`config.mk`:
```
export PLATFORM = sky130hd
export DESIGN_NAME = spi_readback_tx
export DESIGN_NICKNAME = d
export VERILOG_FILES = /design/src/rtl/spi_readback_tx.sv
export SDC_FILE = /design/constraint.sdc
export NUM_CORES = 1
export LEC_CHECK = 0
export CORE_AREA = 5 5 172 174
export DETAILED_ROUTE_END_ITERATION = 7
export DIE_AREA = 0 0 177 179
export GPL_TIMING_DRIVEN = 0
export HOLD_SLACK_MARGIN = 0.12
export PLACE_DENSITY_LB_ADDON = 0.15
export SYNTH_ARGS = -nofsm -noshare
export SYNTH_HDL_FRONTEND = slang
export SYNTH_SLANG_ARGS = --single-unit
```
`constraint.sdc`:
```
create_clock -name i_Clk -period 25.4 [get_ports i_Clk]
set_input_delay 6.35 -clock i_Clk [delete_from_list [all_inputs] [get_ports i_Clk]]
set_output_delay 6.35 -clock i_Clk [all_outputs]
set_load 0.005 [all_outputs]
```
`src/rtl/spi_readback_tx.sv`:
```
// Read responder on the SPI slave byte interface: decodes read/write commands,
// snapshots the selected ChaCha field and streams it out one byte per exchange.
module spi_readback_tx #(
   parameter logic [7:0] FILL_BYTE = 8'h00
) (
   input  logic        i_Clk,
   input  logic        i_Rst,
   input  logic        o_RX_DV,
   input  logic [7:0]  o_RX_Byte,
   output logic        i_TX_DV,
   output logic [7:0]  i_TX_Byte,
   input  logic [31:0] io_key_0,
   input  logic [31:0] io_key_1,
   input  logic [31:0] io_key_2,
   input  logic [31:0] io_key_3,
   input  logic [31:0] io_key_4,
   input  logic [31:0] io_key_5,
   input  logic [31:0] io_key_6,
   input  logic [31:0] io_key_7,
   input  logic [31:0] io_nonce_0,
   input  logic [31:0] io_nonce_1,
   input  logic [31:0] io_nonce_2,
   input  logic [31:0] io_position,
   output logic        o_Busy
);

   typedef enum logic [1:0] {
      IDLE = 2'd0,
      SKIP = 2'd1,
      SEND = 2'd2
   } state_t;

   localparam logic [7:0] CMD_WR_KEY   = 8'd1;
   localparam logic [7:0] CMD_WR_NONCE = 8'd2;
   localparam logic [7:0] CMD_WR_POS   = 8'd3;
   localparam logic [7:0] CMD_RD_KEY   = 8'd4;
   localparam logic [7:0] CMD_RD_NONCE = 8'd5;
   localparam logic [7:0] CMD_RD_POS   = 8'd6;

   state_t        state_q, state_d;
   logic [5:0]    idx_q, idx_d;
   logic [5:0]    len_q, len_d;
   logic [255:0]  snap_q, snap_d;
   logic          tx_dv_q, tx_dv_d;
   logic [7:0]    tx_byte_q, tx_byte_d;

   logic [255:0]  key_field, nonce_field, pos_field;
   logic [255:0]  rd_field;
   logic [5:0]    rd_len;
   logic          rd_hit;
   logic [5:0]    wr_len;
   logic          wr_hit;
   logic [5:0]    idx_inc;
   logic [7:0]    snap_bytes [32];

   // Word 0 sits in the low bits so byte N of the field is simply bits [8N+7:8N].
   assign key_field   = {io_key_7, io_key_6, io_key_5, io_key_4,
                         io_key_3, io_key_2, io_key_1, io_key_0};
   assign nonce_field = {160'd0, io_nonce_2, io_nonce_1, io_nonce_0};
   assign pos_field   = {224'd0, io_position};

   genvar gi;
   generate
      for (gi = 0; gi < 32; gi++) begin : g_snap_bytes
         assign snap_bytes[gi] = snap_q[gi*8 +: 8];
      end
   endgenerate

   assign idx_inc = idx_q + 6'd1;

   always_comb begin
      rd_hit   = 1'b1;
      rd_field = '0;
      rd_len   = '0;
      case (o_RX_Byte)
         CMD_RD_KEY: begin
            rd_field = key_field;
            rd_len   = 6'd32;
         end
         CMD_RD_NONCE: begin
            rd_field = nonce_field;
            rd_len   = 6'd12;
         end
         CMD_RD_POS: begin
            rd_field = pos_field;
            rd_len   = 6'd4;
         end
         default: rd_hit = 1'b0;
      endcase
   end

   always_comb begin
      wr_hit = 1'b1;
      wr_len = '0;
      case (o_RX_Byte)
         CMD_WR_KEY:   wr_len = 6'd32;
         CMD_WR_NONCE: wr_len = 6'd12;
         CMD_WR_POS:   wr_len = 6'd4;
         default:      wr_hit = 1'b0;
      endcase
   end

   always_comb begin
      state_d   = state_q;
      idx_d     = idx_q;
      len_d     = len_q;
      snap_d    = snap_q;
      tx_dv_d   = 1'b0;
      tx_byte_d = tx_byte_q;
      case (state_q)
         IDLE: begin
            if (o_RX_DV) begin
               if (rd_hit) begin
                  snap_d    = rd_field;
                  len_d     = rd_len;
                  idx_d     = '0;
                  tx_dv_d   = 1'b1;
                  tx_byte_d = rd_field[7:0];
                  state_d   = SEND;
               end else if (wr_hit) begin
                  len_d   = wr_len;
                  state_d = SKIP;
               end
            end
         end
         SKIP: begin
            // len_q doubles as the remaining payload count while skipping.
            if (o_RX_DV) begin
               len_d = len_q - 6'd1;
               if (len_q == 6'd1) begin
                  state_d = IDLE;
               end
            end
         end
         SEND: begin
            if (o_RX_DV) begin
               tx_dv_d = 1'b1;
               if (idx_inc < len_q) begin
                  idx_d     = idx_inc;
                  tx_byte_d = snap_bytes[idx_inc[4:0]];
               end else begin
                  idx_d     = '0;
                  tx_byte_d = FILL_BYTE;
                  state_d   = IDLE;
               end
            end
         end
         default: begin
            state_d = IDLE;
            idx_d   = '0;
         end
      endcase
   end

   always_ff @(posedge i_Clk or posedge i_Rst) begin
      if (i_Rst) begin
         state_q   <= IDLE;
         idx_q     <= '0;
         len_q     <= '0;
         snap_q    <= '0;
         tx_dv_q   <= 1'b0;
         tx_byte_q <= FILL_BYTE;
      end else begin
         state_q   <= state_d;
         idx_q     <= idx_d;
         len_q     <= len_d;
         snap_q    <= snap_d;
         tx_dv_q   <= tx_dv_d;
         tx_byte_q <= tx_byte_d;
      end
   end

   assign i_TX_DV   = tx_dv_q;
   assign i_TX_Byte = tx_byte_q;
   assign o_Busy    = (state_q != IDLE);

endmodule
```
==> flow_summary.json, run 1 <==
{
  "hold_path_class": "register to register",
  "synthesis.instances": 1522,
  "ys_ff_latch": 279,
  "drc": 0,
  "synth_largest_area_cell": "dfrtp_1",
  "grt_pass1_vias": 14198,
  "htreeDepth": 1,
  "fmax_mhz": 113.1,
  "antenna_found_initial": 3,
  "setup_ws_ps": 16560,
  "arrival_ps": 9320,
  "ios": 405,
  "fillCellCount": 2116,
  "clock_latency_ps": 570,
  "critPathMaxFanout": 10,
  "cp_top_family": "simple AND/OR/NAND/NOR gates",
  "timing.rr.end": "i_TX_Byte[2]$_DFFE_PP0P_",
  "synth_cell_type_count": 58,
  "first_pass_iters": 6,
  "cts-resized-gates": 0,
  "core_area_um2": 27630,
  "clock-sinks": 279,
  "ys_top_cells_by_count": "nand2_1, dfrtp_1, nand3_1",
  "cp-end-kind": "register",
  "synth.most_common_cell": "nand2_1",
  "rsz0062_at_grt": "no",
  "port-buffer-count": 403,
  "start_util_pct": 52.26,
  "setup_viol": 0,
  "synth_top_area_share_pct": 48.35,
  "finClkSkew_ps": 16.46,
  "hold_depth": 2,
  "hold_buffers": 0,
  "final_antenna_net_count": 0,
  "first_iter_violations": 1415,
  "tritoncts": "built",
  "numCtsBuffers": 29,
  "post-place-ws_ps": 16100,
  "dp_hpwl_um": 39720,
  "p_per_area_nw_per_um2": 52.91,
  "max_stage_delay_ps": 590,
  "grt_max_degree": 127,
  "p_leak_nw": 9.135,
  "synth_edf_count": 0,
  "peakVddDrop_uv": 49.70,
  "period_share_pct": 34.80,
  "ys_seq_area_share_pct": 48.35,
  "maxCapViolations": 0,
  "syn_nets": 1925,
  "nets": 2361,
  "final_max_slew_viol_count": 0,
  "start_kind": "primary input",
  "cts_root_buffer": "clkbuf_16",
  "fin_crit_ps": 8839,
  "ys_dominant_reg_cell": "dfrtp_1",
  "syn-cell-area_um2": 14440,
  "worst_pin_slew_ps": 994.2,
  "wl_per_cell_um": 21.98,
  "criticalPathCategory": "primary input to register",
  "clockBufferDepth": 3,
  "avgSynthCellArea_um2": 9.488,
  "r2r-start": "idx_q[1]$_DFFE_PP0P_",
  "die_w_um": 177,
  "worstHoldEndpoint": "snap_q[169]$_DFFE_PP0P_",
  "setup_tns_ps": 0,
  "hold_violations": 0,
  "routed_wirelength_um": 51860,
  "reg2reg_slack_ps": 21810,
  "min_from": "snap_q[169]$_DFFE_PP0P_",
  "relSlewSlack_pct": 33.72,
  "dieArea_um2": 31680,
  "chipHeight_um": 179,
  "grt-ovfl-total": 0,
  "track_usage_pct": 32.07,
  "viasPerCell": 5.839,
  "synth.area.top_cells": "dfrtp_1, nand2_1, mux4_2",
  "drive_above_1_share_pct": 10.81,
  "syn_to_final_growth_pct": 38.67,
  "grt_pass1_wl_um": 78540,
  "post-cts-setup-buffer-count": 0,
  "cp_num_buf_inv": 2,
  "cp_slowest_cell": "clkbuf_1",
  "final_area_um2": 20020,
  "required_ps": 25880,
  "num_vias": 13780,
  "clkTransAtPathRegs_ps": 60,
  "post_dp_cell_area_um2": 19010,
  "yosys_warnings": 0,
  "worstRegToRegCells": 12,
  "num_rows": 61,
  "gp_congestion": 0.9513,
  "status": "complete, no violations",
  "async_flop_share_pct": 100.0,
  "crit_chain": "clkdlybuf4s50_1 > or4_4 > nor2_4 > nand2_2 > nor3_4 > clkbuf_1 > a22oi_1 > o21ai_0"
}
state kept, by name, indices dropped and copies added (netlist names):
register and count:
state_q 2, i_TX_Byte 8, i_TX_DV 1, snap_q 256
idx_q 6, len_q 6
per-stage QoR:
stage	util, %	hold slack, ps	power (mW)	instances
2_1_floorplan	-	433.4	0.5251	1522
3_3_place_gp	68.58	444.1	0.6094	2303
3_5_place_dp	68.80	451.9	0.6153	2305
4_1_cts	72.46	465.7	1.060	2358
5_1_grt	72.47	481.8	1.093	2359
6_report	72.48	464.5	1.059	2360
kinds of logic after synthesis:
group           Yosys count  synth area share [%]
fa+ha+maj                 8                0.6932
buf+inv                 140                 4.488
compound gates          250                 11.01
flops                   279                 48.35
mux                     121                 13.94
simple gates            717                 21.09
xor+xnor                  7                0.4246
how the worst max path moves through the flow:
stage	start	end	slack, ps	depth (start not counted)
after global placement	i_Rst	snap_q[2]$_DFFE_PP0P_	8130	2
after detailed placement	o_RX_Byte[7]	snap_q[62]$_DFFE_PP0P_	16100	8
after CTS	o_RX_Byte[7]	snap_q[62]$_DFFE_PP0P_	16680	8
final	o_RX_Byte[7]	snap_q[62]$_DFFE_PP0P_	16560	8
after floorplan	i_Rst	i_TX_Byte[0]$_DFFE_PP0P_	11360	1
after global routing	o_RX_Byte[7]	snap_q[62]$_DFFE_PP0P_	16500	8
worst register-to-register path, stage by stage, from the launching register on:
cell      delay (ps)
dfrtp_1          510
ha_1             360
xor2_1           200
buf_2            320
buf_2            320
buf_2            310
ha_1             270
o211ai_1          80
a21oi_1           90
nor2_1           250
clkbuf_1         390
nand4_1          260
nand3_1          140
layer usage:
| metal | vias to the layer above | global-route usage, % | wire, um |
|---|---|---|---|
| met2 | 733 | 54.36 | 25870 |
| li1 | 6214 | - | - |
| met3 | 119 | 5.230 | 4125 |
| met4 | 4 | 11.28 | 1874 |
| met5 | - | 0 | 26 |
| met1 | 6710 | 42.27 | 19970 |
area by class of cell:
class	instances	area [um^2]	share of cell area, %
Sequential cell	279	6982	34.87
Multi-Input combinational cell	1103	6810	34.01
Timing Repair Buffer	405	4089	20.42
Clock buffer	40	827.0	4.130
Buffer	129	606.8	3.030
Tap cell	378	473.0	2.362
Clock inverter	13	182.7	0.9123
Inverter	11	48.80	0.2437
Antenna cell	2	5.005	0.02499
cells in the final DEF (no fill, tap or decap), types with 8 or more instances in the layout:
cell | synthesis | layout
nand2_1 | 469 | 469
clkdlybuf4s50_1 | 0 | 403
dfrtp_1 | 279 | 279
nand3_1 | 171 | 171
buf_2 | 83 | 83
o21ai_0 | 77 | 77
a22oi_1 | 71 | 71
mux4_2 | 64 | 64
mux2i_1 | 56 | 56
clkbuf_1 | 39 | 44
a21oi_1 | 38 | 38
nor2_1 | 36 | 36
clkbuf_16 | 0 | 29
o31ai_1 | 25 | 25
nor2b_1 | 12 | 12
inv_1 | 10 | 9
a211oi_1 | 9 | 9
nand4_1 | 8 | 8
ha_1 | 8 | 8
report_power, final:
group | leakage [nW] | internal [mW] | total (mW) | switching [mW]
sequential | 3.88 | 0.453 | 0.461 | 0.00784
combinational | 4.75 | 0.0827 | 0.150 | 0.0673
clock | 0.500 | 0.268 | 0.449 | 0.180
total | 9.13 | 0.804 | 1.06 | 0.255
No activity file was read; power rests on OpenSTA's default activity.
==> inputs of run 2 (changes only) <==
CORE_AREA = 5 5 188 190   (was 5 5 172 174)
DIE_AREA = 0 0 193 195   (was 0 0 177 179)
clock period = 7.7 ns   (was 25.4 ns; I/O delays follow)
==> flow_summary.json, run 2 (synthesis gave the netlist of run 1 again) <==
{
  "grt_pass1_wl_um": 79720,
  "cts_root_buffer": "clkbuf_16",
  "clock_latency_ps": 570,
  "clkTransAtPathRegs_ps": 60,
  "cp_num_buf_inv": 2,
  "met1_length_um": 21110,
  "required_ps": 8180,
  "cp_top_family": "simple AND/OR/NAND/NOR gates",
  "cts-resized-gates": 0,
  "crit_chain": "clkdlybuf4s50_1 > or4_4 > nor2_4 > nand2_2 > nor3_4 > clkbuf_1 > a22oi_1 > o21ai_0",
  "comb_power_share_pct": 14.3,
  "dr.max_layer_used": "met5",
  "ios": 405,
  "clockPowerShare_pct": 41.7,
  "hold_violations": 0,
  "first_pass_iters": 5,
  "hold_buffers": 0,
  "r2r-start": "idx_q[1]$_DFFE_PP0P_",
  "clock-sinks": 279,
  "post-place-ws_ps": 2817,
  "num_rows": 67,
  "p_leak_nw": 9.163,
  "start_util_pct": 43.39,
  "numCtsBuffers": 30,
  "final_max_slew_viol_count": 0,
  "setup_viol": 0,
  "track_usage_pct": 27.44,
  "grt-ovfl-total": 0,
  "wl_per_cell_um": 21.50,
  "max_stage_delay_ps": 610,
  "num_vias": 13264,
  "final_cell_mix": "nand2_1, clkdlybuf4s50_1, dfrtp_1",
  "setup_ws_ps": 3296,
  "criticalPathCategory": "primary input to register",
  "drc": 0,
  "fin_crit_ps": 4404,
  "finClkSkew_ps": 22.34,
  "nets": 2368,
  "viasPerCell": 5.438,
  "post-cts-setup-buffer-count": 0,
  "die_w_um": 193,
  "top_register": "snap_q",
  "seqPwrFrac_pct": 44.1,
  "htreeDepth": 1,
  "finalPower_mw": 3.449,
  "start_kind": "primary input",
  "grt_max_degree": 40,
  "wl_met3_um": 3420,
  "final_antenna_net_count": 0,
  "worst_pin_slew_ps": 1028,
  "clockBufferDepth": 3,
  "rsz0062_at_grt": "no",
  "period_share_pct": 57.20,
  "p_sw_uw": 841.5,
  "dieArea_um2": 37640,
  "gp_congestion": 0.8725,
  "hold_path_class": "register to register",
  "dp_hpwl_um": 41410,
  "min_from": "snap_q[245]$_DFFE_PP0P_",
  "cp-end-kind": "register",
  "tritoncts": "built",
  "relSlewSlack_pct": 31.48,
  "drive_above_1_share_pct": 10.96,
  "largest_reg_flops": 256,
  "first_iter_violations": 922,
  "setup_tns_ps": 0,
  "swShare_pct": 24.40,
  "antenna_found_initial": 4,
  "peakVddDrop_uv": 178.3,
  "hold_depth": 2,
  "arrival_ps": 4890,
  "port-buffer-count": 403,
  "maxCapViolations": 0,
  "met2WireLength_um": 26330,
  "p_per_area_nw_per_um2": 170.9,
  "status": "complete, no violations",
  "grt_pass1_vias": 13869,
  "post-route-util_pct": 60.65,
  "worstRegToRegCells": 12,
  "fmax_mhz": 227.0,
  "reg2reg_slack_ps": 4060,
  "layout_commonest_cell": "nand2_1",
  "syn_to_final_growth_pct": 39.78,
  "chipHeight_um": 195,
  "internal_power_mw": 2.607,
  "core_area_um2": 33280,
  "routed_wirelength_um": 52430,
  "worstHoldEndpoint": "snap_q[245]$_DFFE_PP0P_",
  "critPathMaxFanout": 10,
  "timing.rr.end": "i_TX_Byte[5]$_DFFE_PP0P_",
  "cp_slowest_cell": "clkbuf_1"
}
## run 2: cell count changes in the layout (fill, tap and decap cells not counted)
cell       delta
clkbuf_8      -1
inv_8         -1
bufinv_16     -2
inv_6         +1
clkbuf_16     +1
clkinv_8      +1
clkinv_4      +1
clkbuf_1      +5
buf_16        -2
buf_12        +8
clkinv_2      -1
inv_16        -1
## run 2: worst max path at each step
stage / startpoint / end / slack [ps] / depth (start not counted)
6_report: o_RX_Byte[7] / snap_q[69]$_DFFE_PP0P_ / 3300 / 8
5_1_grt: o_RX_Byte[7] / snap_q[69]$_DFFE_PP0P_ / 3150 / 8
4_1_cts: o_RX_Byte[7] / snap_q[32]$_DFFE_PP0P_ / 3400 / 10
3_5_place_dp: o_RX_Byte[7] / snap_q[69]$_DFFE_PP0P_ / 2820 / 8
3_3_place_gp: i_Rst / snap_q[163]$_DFFE_PP0P_ / 70 / 2
2_1_floorplan: i_Rst / i_TX_Byte[0]$_DFFE_PP0P_ / 2080 / 1
## run 2: layer usage
layer  vias to the layer above  GRT usage, %
met5                         -             0
met4                         4         7.422
met3                        88         5.607
met2                       443         46.63
met1                      6499         35.92
li1                       6230             -
## run 2: area by class of cell
class                   instances  area [um^2]
clock buffers                  45        857.1
multi-input cells            1103         6810
clock inverters                11        123.9
flip-flops and latches        279         6982
well taps                     448        560.5
repair buffers                411         4194
diodes                          2        5.005
fillers                      2897        13100
plain buffers                 129        606.8
inverters                      11        45.04
## run 2: through the flow
step / std cells / hold slack [ps] / cell area, um^2
5_1_grt: 2438 / 478.4 / 20180
4_1_cts: 2437 / 463.9 / 20180
3_3_place_gp: 2373 / 443.7 / 19040
2_1_floorplan: 1522 / 433.4 / 14440
3_5_place_dp: 2381 / 450.7 / 19200
6_report: 2439 / 463.5 / 20180
## run 2: worst register-to-register path: cells and delay by family, from the launching register on
family,cells,cell delay [ps]
adder cells (fa/ha/maj),2,640
buffers and inverters,4,1360
flip-flops,1,510
AND/OR/NAND/NOR,3,700
AO/OA/AOI/OAI,2,180
XOR/XNOR,1,200
## run 2: power groups by stage
stage	Clock [mW]	Combinational [mW]	Sequential [mW]
floorplan	0	0.194	1.54
global placement	0	0.472	1.55
detailed placement	0	0.489	1.54
CTS	1.45	0.491	1.52
global route	1.51	0.538	1.52
finish	1.44	0.492	1.52
